[src/rtl/cache_block.sv]
`default_nettype none
// ============================================================================
// Module      : cache_block
// Description : One cache line holding WORDS data words plus tag, valid and
//               dirty state. Serves one request per clock (raw read, fill,
//               compare read, compare write) with registered results that
//               are qualified by a one-cycle ack pulse.
// Revision    : 1.0 - initial release
// ============================================================================
module cache_block #(
    parameter int DATA_WIDTH = 16,
    parameter int TAG_WIDTH  = 5,
    parameter int WORDS      = 4
) (
    input  logic                              clk,
    input  logic                              rst,
    input  logic                              enable,
    input  logic                              write,
    input  logic                              compare,
    input  logic [$clog2(WORDS)-1:0]          word,
    input  logic [TAG_WIDTH-1:0]              tag_in,
    input  logic                              valid_in,
    input  logic [0:DATA_WIDTH-1]             data_in,
    output logic [0:DATA_WIDTH-1]             data_out,
    output logic [TAG_WIDTH-1:0]              tag_out,
    output logic                              valid_out,
    output logic                              dirty_out,
    output logic                              hit,
    output logic                              ack
);

    // Line storage and status
    logic [0:DATA_WIDTH-1] words_q [WORDS];
    logic [0:DATA_WIDTH-1] words_d [WORDS];
    logic [TAG_WIDTH-1:0]  tag_q,   tag_d;
    logic                  valid_q, valid_d;
    logic                  dirty_q, dirty_d;

    // Registered request results
    logic [0:DATA_WIDTH-1] data_out_q, data_out_d;
    logic                  hit_q,      hit_d;
    logic                  ack_q,      ack_d;

    // Tag match is only meaningful for a valid line
    logic                  match;

    assign match = valid_q && (tag_q == tag_in);

    // Decode the request and compute the next line state and results
    always_comb begin
        words_d    = words_q;
        tag_d      = tag_q;
        valid_d    = valid_q;
        dirty_d    = dirty_q;
        data_out_d = data_out_q;
        hit_d      = hit_q;
        ack_d      = 1'b0;

        if (enable) begin
            ack_d = 1'b1;
            case ({compare, write})
                2'b00: begin
                    // Raw read for write-back / eviction
                    data_out_d = words_q[word];
                    hit_d      = 1'b0;
                end
                2'b01: begin
                    // Fill: installs a new tag and always leaves the line clean
                    words_d[word] = data_in;
                    tag_d         = tag_in;
                    valid_d       = valid_in;
                    dirty_d       = 1'b0;
                    hit_d         = 1'b0;
                    data_out_d    = data_in;
                end
                2'b10: begin
                    // Compare read returns the word whether or not it hits
                    hit_d      = match;
                    data_out_d = words_q[word];
                end
                default: begin
                    // Compare write only modifies the line on a hit
                    hit_d = match;
                    if (match) begin
                        words_d[word] = data_in;
                        dirty_d       = 1'b1;
                        data_out_d    = data_in;
                    end
                end
            endcase
        end
    end

    // State and result registers; reset wins over any request
    always_ff @(posedge clk) begin
        if (rst) begin
            for (int i = 0; i < WORDS; i++) begin
                words_q[i] <= '0;
            end
            tag_q      <= '0;
            valid_q    <= 1'b0;
            dirty_q    <= 1'b0;
            data_out_q <= '0;
            hit_q      <= 1'b0;
            ack_q      <= 1'b0;
        end else begin
            for (int i = 0; i < WORDS; i++) begin
                words_q[i] <= words_d[i];
            end
            tag_q      <= tag_d;
            valid_q    <= valid_d;
            dirty_q    <= dirty_d;
            data_out_q <= data_out_d;
            hit_q      <= hit_d;
            ack_q      <= ack_d;
        end
    end

    assign data_out  = data_out_q;
    assign tag_out   = tag_q;
    assign valid_out = valid_q;
    assign dirty_out = dirty_q;
    assign hit       = hit_q;
    assign ack       = ack_q;

endmodule
`default_nettype wire

[config.mk]
export PLATFORM = sky130hd
export DESIGN_NAME = cache_block
export DESIGN_NICKNAME = d
export VERILOG_FILES = /design/src/rtl/cache_block.sv
export SDC_FILE = /design/constraint.sdc
export NUM_CORES = 1
export LEC_CHECK = 0
export CAP_MARGIN = 15
export CORE_AREA = 5 5 116 118
export CTS_CLUSTER_SIZE = 25
export DETAILED_ROUTE_END_ITERATION = 8
export DIE_AREA = 0 0 121 123
export GPL_ROUTABILITY_DRIVEN = 0
export PLACE_DENSITY = 0.66
export SLEW_MARGIN = 10
export SYNTH_ARGS = -nofsm -noshare
export SYNTH_HDL_FRONTEND = slang
export SYNTH_SLANG_ARGS = --single-unit
[constraint.sdc]
create_clock -name clk -period 1.7 [get_ports clk]
set_input_delay 0.51 -clock clk [delete_from_list [all_inputs] [get_ports clk]]
set_output_delay 0.51 -clock clk [all_outputs]
set_load 0.01 [all_outputs]
==> impl_metrics.csv <==
group,metric,value,unit
global_routing,grt_max_degree,31,
sta,max_freq,0.609,GHz
synthesis,ys_types,31,
cts,h-tree-depth,3,
setup_path,critPathCaptureType,"flip-flop",
cts,clkTransAtPathRegs,0.07,ns
finish,final_nets,475,
sta,worstMarginPinSlew,0.332,ns
setup_path,crit_required,1.97,ns
global_routing,grt_pass1_vias,3137,
global_routing,grt_use_total,14.4,%
die,die_h,123,um
setup_path,critPathKind,"input pin to flip-flop",
cts,clk_latency,0.34,ns
synthesis,synth_top_family_by_area,"multiplexers",
route,via_count,2994,
global_routing,antenna_found_initial,0,
setup_path,reg2regPathDepth,7,
synthesis,postSynthAreaPerCell,11.5,um^2
route,drt-total-wl,10200,um
cts,clockBufferDepth,2,
die,core_area,12400,um^2
route,drt-initial-drc-count,158,
setup_path,cp.arrival,1.91,ns
min_path,hold_class,"flip-flop to flip-flop",
cts,root_buffer,"clkbuf_16",
finish,fill_cells,1141,
synthesis,ys_async_sr_fraction,0,%
global_routing,grt_pass1_wl,16600,um
place,io_buffers,53,
finish,syn_to_final_growth,36.7,%
synthesis,netlist_top_cells_count,"89 x dfxtp_1, 85 x mux2i_1, 81 x nand2b_1",
sta,clock_skew,0.00633,ns
finish,diodes,0,
global_routing,met3_usage,3.29,%
synthesis,synthCells,356,
setup_path,cp_max_fo,11,
die,pin_count,54,
die,num_rows,41,
sta,rsz0062_at_grt,"no",
sta,setup_viol,0,
cts,clock_sink_count,89,
synthesis,synth_compound_area_share,6.91,%
power_and_ir_drop,power,0.00488,W
cts,cts_buffers,9,
sta,min_period,1.64,ns
min_path,whs_path_depth,1,
synthesis,synth_ff_type,"dfxtp_1",
setup_path,critPathLaunchType,"input pin",
power_and_ir_drop,power_density,869,nW/um^2
synthesis,synth_xor_area_share,1.07,%
finish,drive_gt1_share,22.8,%
global_routing,overflow,0,
finish,post-route-util,45.4,%
sta,hold_violations,0,
synthesis,yosysTopAreaCell,"dfxtp_1",
synthesis,synth_adder_area_share,0,%
synthesis,synth_edf_count,0,
sta,fin_crit_sh,96.6,%
synthesis,synth_mux_area_share,29.5,%
sta,drv_slew,0,
synthesis,syn_nets,385,
die,dieWidth,121,um
synthesis,yosysWarningCount,0,
synthesis,syn_area,4110,um^2
sta,slew_headroom,77.7,%
outcome,status,"finished, final reports clean",
die,initial_core_util,33.2,%
synthesis,synth-simple-area-share,15.6,%
route,dr.pass1.iters,4,
power_and_ir_drop,ir_worst_vdd,0.418,mV
route,wl_per_cell,16.3,um
global_routing,met1_usage,17.4,%
synthesis,synth.top_cell.area_share,43.4,%
global_routing,gr-usage-met2,25.3,%
synthesis,yosysMostFrequentCell,"dfxtp_1",
synthesis,synth-seq-cells,89,
synthesis,yosys-top-cells-area,"dfxtp_1 43%, mux2i_1 21%, nand2b_1 12%",
synthesis,ys_seq_area_share,43.4,%
route,drc,0,
sta,setup_tns,0,ns
place,dpl.hpwl,6910,um
route,viasPerCell,4.81,
cts,cts_tree,"built",
route,detail-route-antenna-nets,0,
global_routing,grt.busiest_layer,"met2",
power_and_ir_drop,leakage,2.49,nW
die,die_area,14900,um^2
job,maxCapViolations,0,
[worst max-delay path, cell delays in order]
cell and delay [ns]:
clkdlybuf4s50_1 0.50, a21boi_0 0.09, buf_4 0.15, a311oi_4 0.34, buf_12 0.19, o2bb2ai_1 0.13
[cell usage in the layout, fill, tap and decap left out, types with 3 or more instances in the layout]
cell type	n
o2bb2ai_1	13
buf_12	10
buf_4	35
a21oi_1	3
dlygate4sd2_1	29
dfxtp_1	89
clkbuf_16	9
mux2i_1	85
o2bb2ai_2	3
buf_6	5
nand2b_1	81
xnor2_1	3
mux4_2	16
clkdlybuf4s50_1	18
clkbuf_2	3
nor2_1	8
[flip-flops by register name, indices dropped and copies added (netlist names)]
register and count:
ack 1, data_out 16, dirty_out 1, hit 1, tag_out 5, valid_out 1
words_q 64
[power by group]
| group | leakage [nW] | internal, W | switching [W] |
|---|---|---|---|
| logic | 1.61 | 0.000276 | 0.000238 |
| clock network | 0.162 | 0.00138 | 0.000837 |
| registers | 0.720 | 0.00213 | 0.0000238 |
| total | 2.49 | 0.00378 | 0.00110 |
[layout make-up]
cell class                      instances  area, um^2  area share (%)
Clock buffer                           11         253            4.50
Clock inverter                          5        85.1            1.52
Multi-Input combinational cell        241        2230            39.7
Sequential cell                        89        1780            31.7
Tap cell                              172         215            3.83
Timing Repair Buffer                  105        1050            18.7
[through the flow]
stage | hold slack, ns | area (um^2) | worst slack (ns) | instances
floorplan | 0.445 | 4110 | -0.00230 | 356
global placement | 0.446 | 5160 | -0.580 | 599
detailed placement | 0.451 | 5160 | -0.622 | 599
CTS | 0.464 | 5600 | 0.0116 | 623
global route | 0.485 | 5610 | 0.00696 | 623
finish | 0.458 | 5610 | 0.0582 | 623
[kinds of logic (layout without fill, tap and decap cells)]
kind of cell,after synthesis,count (layout)
AOI/OAI and AO/OA,30,30
xor gates and xnor gates,5,5
buffers and inverters,26,121
DFF,89,89
muxes,101,101
and+or+nand+nor,105,105
[metal layers]
| metal | part of all wire [%] | routed length (um) | vias up |
|---|---|---|---|
| met5 | 0 | 0 | - |
| met4 | 1.5 | 148 | 0 |
| met3 | 3.7 | 377 | 10 |
| met2 | 52 | 5230 | 52 |
| met1 | 43 | 4390 | 1481 |
| li1 | - | - | 1451 |
[worst paths after layout]
path / from / endpoint / slack (ns)
hold reg to reg: data_out[9] / data_out[9] / 0.46
hold / removal: data_out[9] / data_out[9] / 0.46
setup reg to reg: tag_out[2] / data_out[12] / 0.14
setup / recovery: compare / data_out[1] / 0.06
[what timing repair did]
item	4_1_cts	5_1_grt
resized for setup	45	13
pin swaps	4	5
hold buffers	0	0
buffers inserted	6	0
cloned	2	0
endpoints found under the setup margin	112	54
(Power assumes the default switching activity.)
==> variant (same settings) <==
Change the parameter `TAG_WIDTH` from 5 to 4.
--- a/src/rtl/cache_block.sv
+++ b/src/rtl/cache_block.sv
@@ -11,3 +11,3 @@
     parameter int DATA_WIDTH = 16,
-    parameter int TAG_WIDTH  = 5,
+    parameter int TAG_WIDTH  = 4,
     parameter int WORDS      = 4
Ports: changed (resized tag_in and tag_out); port bits go from 54 to 52. The function was not compared with the original's and may differ.
==> variant against the unedited design <==
- synthesized cell count up 7.9%
- power down 1.1%
- design area up 1.8%
- clock skew about the same
- worst setup slack worse by 0.041 ns
- routed wire length down 1.8%
- via count up 0.77%
- area after synthesis up 5.3%
- sequential cell count down 1
==> variant: results (changes against the unedited design) <==
- The flow ran to the end, and the final reports show no timing, DRC or antenna violations.
- The data arrival at the endpoint of the critical path is 1.95 ns (+0.04 ns).
- The half-perimeter wire length of the detailed placement result is 6660 µm (-3.6%).
- The relative max-transition margin came to 82.9% (+5.1 points).
- The share of final-layout standard cells stronger than drive strength 1 is 23.2% (+0.39 points).
- The unique cell type count in the Yosys netlist is 32 (+3.2%).
- The number of nets in the layout came to 489 (+2.9%).
- The sequential fraction of the synthesis area is 40.7% (-2.6 points).
- The worst slack at placement came to -0.736 ns (-0.114 ns).
- The worst-path cell with the longest stage delay is and4bb_2.
- By area the synthesized netlist is led by dfxtp_1, mux2i_1, nand2b_1.
- Sorting the synthesized cells by how often they occur yields dfxtp_1, mux2i_1, nand2b_1.
- The startpoint identified for the worst register-to-register timing path is tag_out[1]$_SDFFE_PP0P_.
- The terminus of the critical flop-to-flop path is data_out[6]$_SDFFE_PP0P_.
- The critical hold path startpoint is tag_in[2].
- The biggest fanout along the worst timing path is 6 (-5).
- The logic depth of the worst register-to-register path is 6 (-1).
- For hold timing, the worst endpoint is tag_out[2]$_SDFFE_PP0P_.
- The power dissipated by switching net loads was 1.05 mW (-4.1%).
- The critical path's largest stage delay is 0.27 ns (-0.23 ns).
- The largest net degree at the start of global routing came to 73 (+140%).
- The leakage power is 2.60 nW (+4.3%).
- The number of cells traversed by the worst hold path came to 3 (+2).
- The number of fill cells in the layout was 1126 (-1.3%).
- The number of global-route vias before repair is 3140 (+0.096%).
==> variant: through the flow <==
| stage | TNS [ns] | cell area, µm² | hold WS, ns | instances |
|---|---|---|---|---|
| 2_1_floorplan | -0.970 | 4360 | 0.445 | 384 |
| 3_3_place_gp | -50.84 | 5210 | 0.455 | 613 |
| 3_5_place_dp | -53.70 | 5210 | 0.465 | 613 |
| 4_1_cts | 0 | 5640 | 0.472 | 635 |
| 5_1_grt | -0.0297 | 5720 | 0.467 | 637 |
| 6_report | 0 | 5720 | 0.444 | 637 |
==> variant: logic make-up (layout without fill, tap and decap cells) <==
group	count (synthesis)	after routing	synth area share, %
and+or+nand+nor	136	136	18.6
muxes	116	116	32.8
buffers and inverters	28	109	4.08
xor gates and xnor gates	4	4	0.810
DFF	88	88	40.7
AOI/OAI and AO/OA	12	12	2.95
==> variant: worst max path at each step <==
stage | from | to | slack [ns] | cells after the start
after CTS | tag_in[3] | data_out[10]$_SDFFE_PP0P_ | 0.00004 | 7
after global placement | word[1] | data_out[13]$_SDFFE_PP0P_ | -0.70 | 6
after floorplan | word[1] | data_out[1]$_SDFFE_PP0P_ | -0.08 | 6
after global routing | write | words_q[53]$_SDFFE_PP0P_ | -0.01 | 7
final | write | words_q[57]$_SDFFE_PP0P_ | 0.02 | 7
after detailed placement | word[1] | data_out[14]$_SDFFE_PP0P_ | -0.74 | 6
==> variant: final cells by class <==
class / instances / share of cell area [%]
Multi-Input combinational cell: 268 / 43.2
Sequential cell: 88 / 30.8
Timing Repair Buffer: 93 / 16.4
Clock buffer: 11 / 4.42
Tap cell: 172 / 3.76
Clock inverter: 4 / 1.33
Inverter: 1 / 0.0656
==> variant: worst min-delay path: cells and delay by family <==
family | cells | cell delay, ns
AND/OR/NAND/NOR | 1 | 0.06
AO/OA/AOI/OAI | 1 | 0.05
buffers and inverters | 1 | 0.11
==> variant: power by group through the flow <==
stage	clock, mW	sequential, mW	combinational (mW)
floorplan	0	2.18	0.296
global placement	0	2.17	0.514
detailed placement	0	2.17	0.520
CTS	2.21	2.13	0.541
global route	2.30	2.13	0.588
finish	2.15	2.13	0.547
==> variant: routing by layer <==
| metal | vias up | track usage, % | wire, µm |
|---|---|---|---|
| met1 | 1460 | 16.1 | 4360 |
| met2 | 46 | 24.0 | 5050 |
| met5 | - | 0 | 0 |
| met4 | 0 | 6.44 | 199 |
| met3 | 16 | 2.88 | 366 |
| li1 | 1495 | - | - |
==> variant: what timing repair did <==
action,in CTS,in global routing
gates resized for setup,55,12
buffers inserted,4,1
cloned,3,1
endpoints found under the setup margin,107,40
pin swaps,4,4
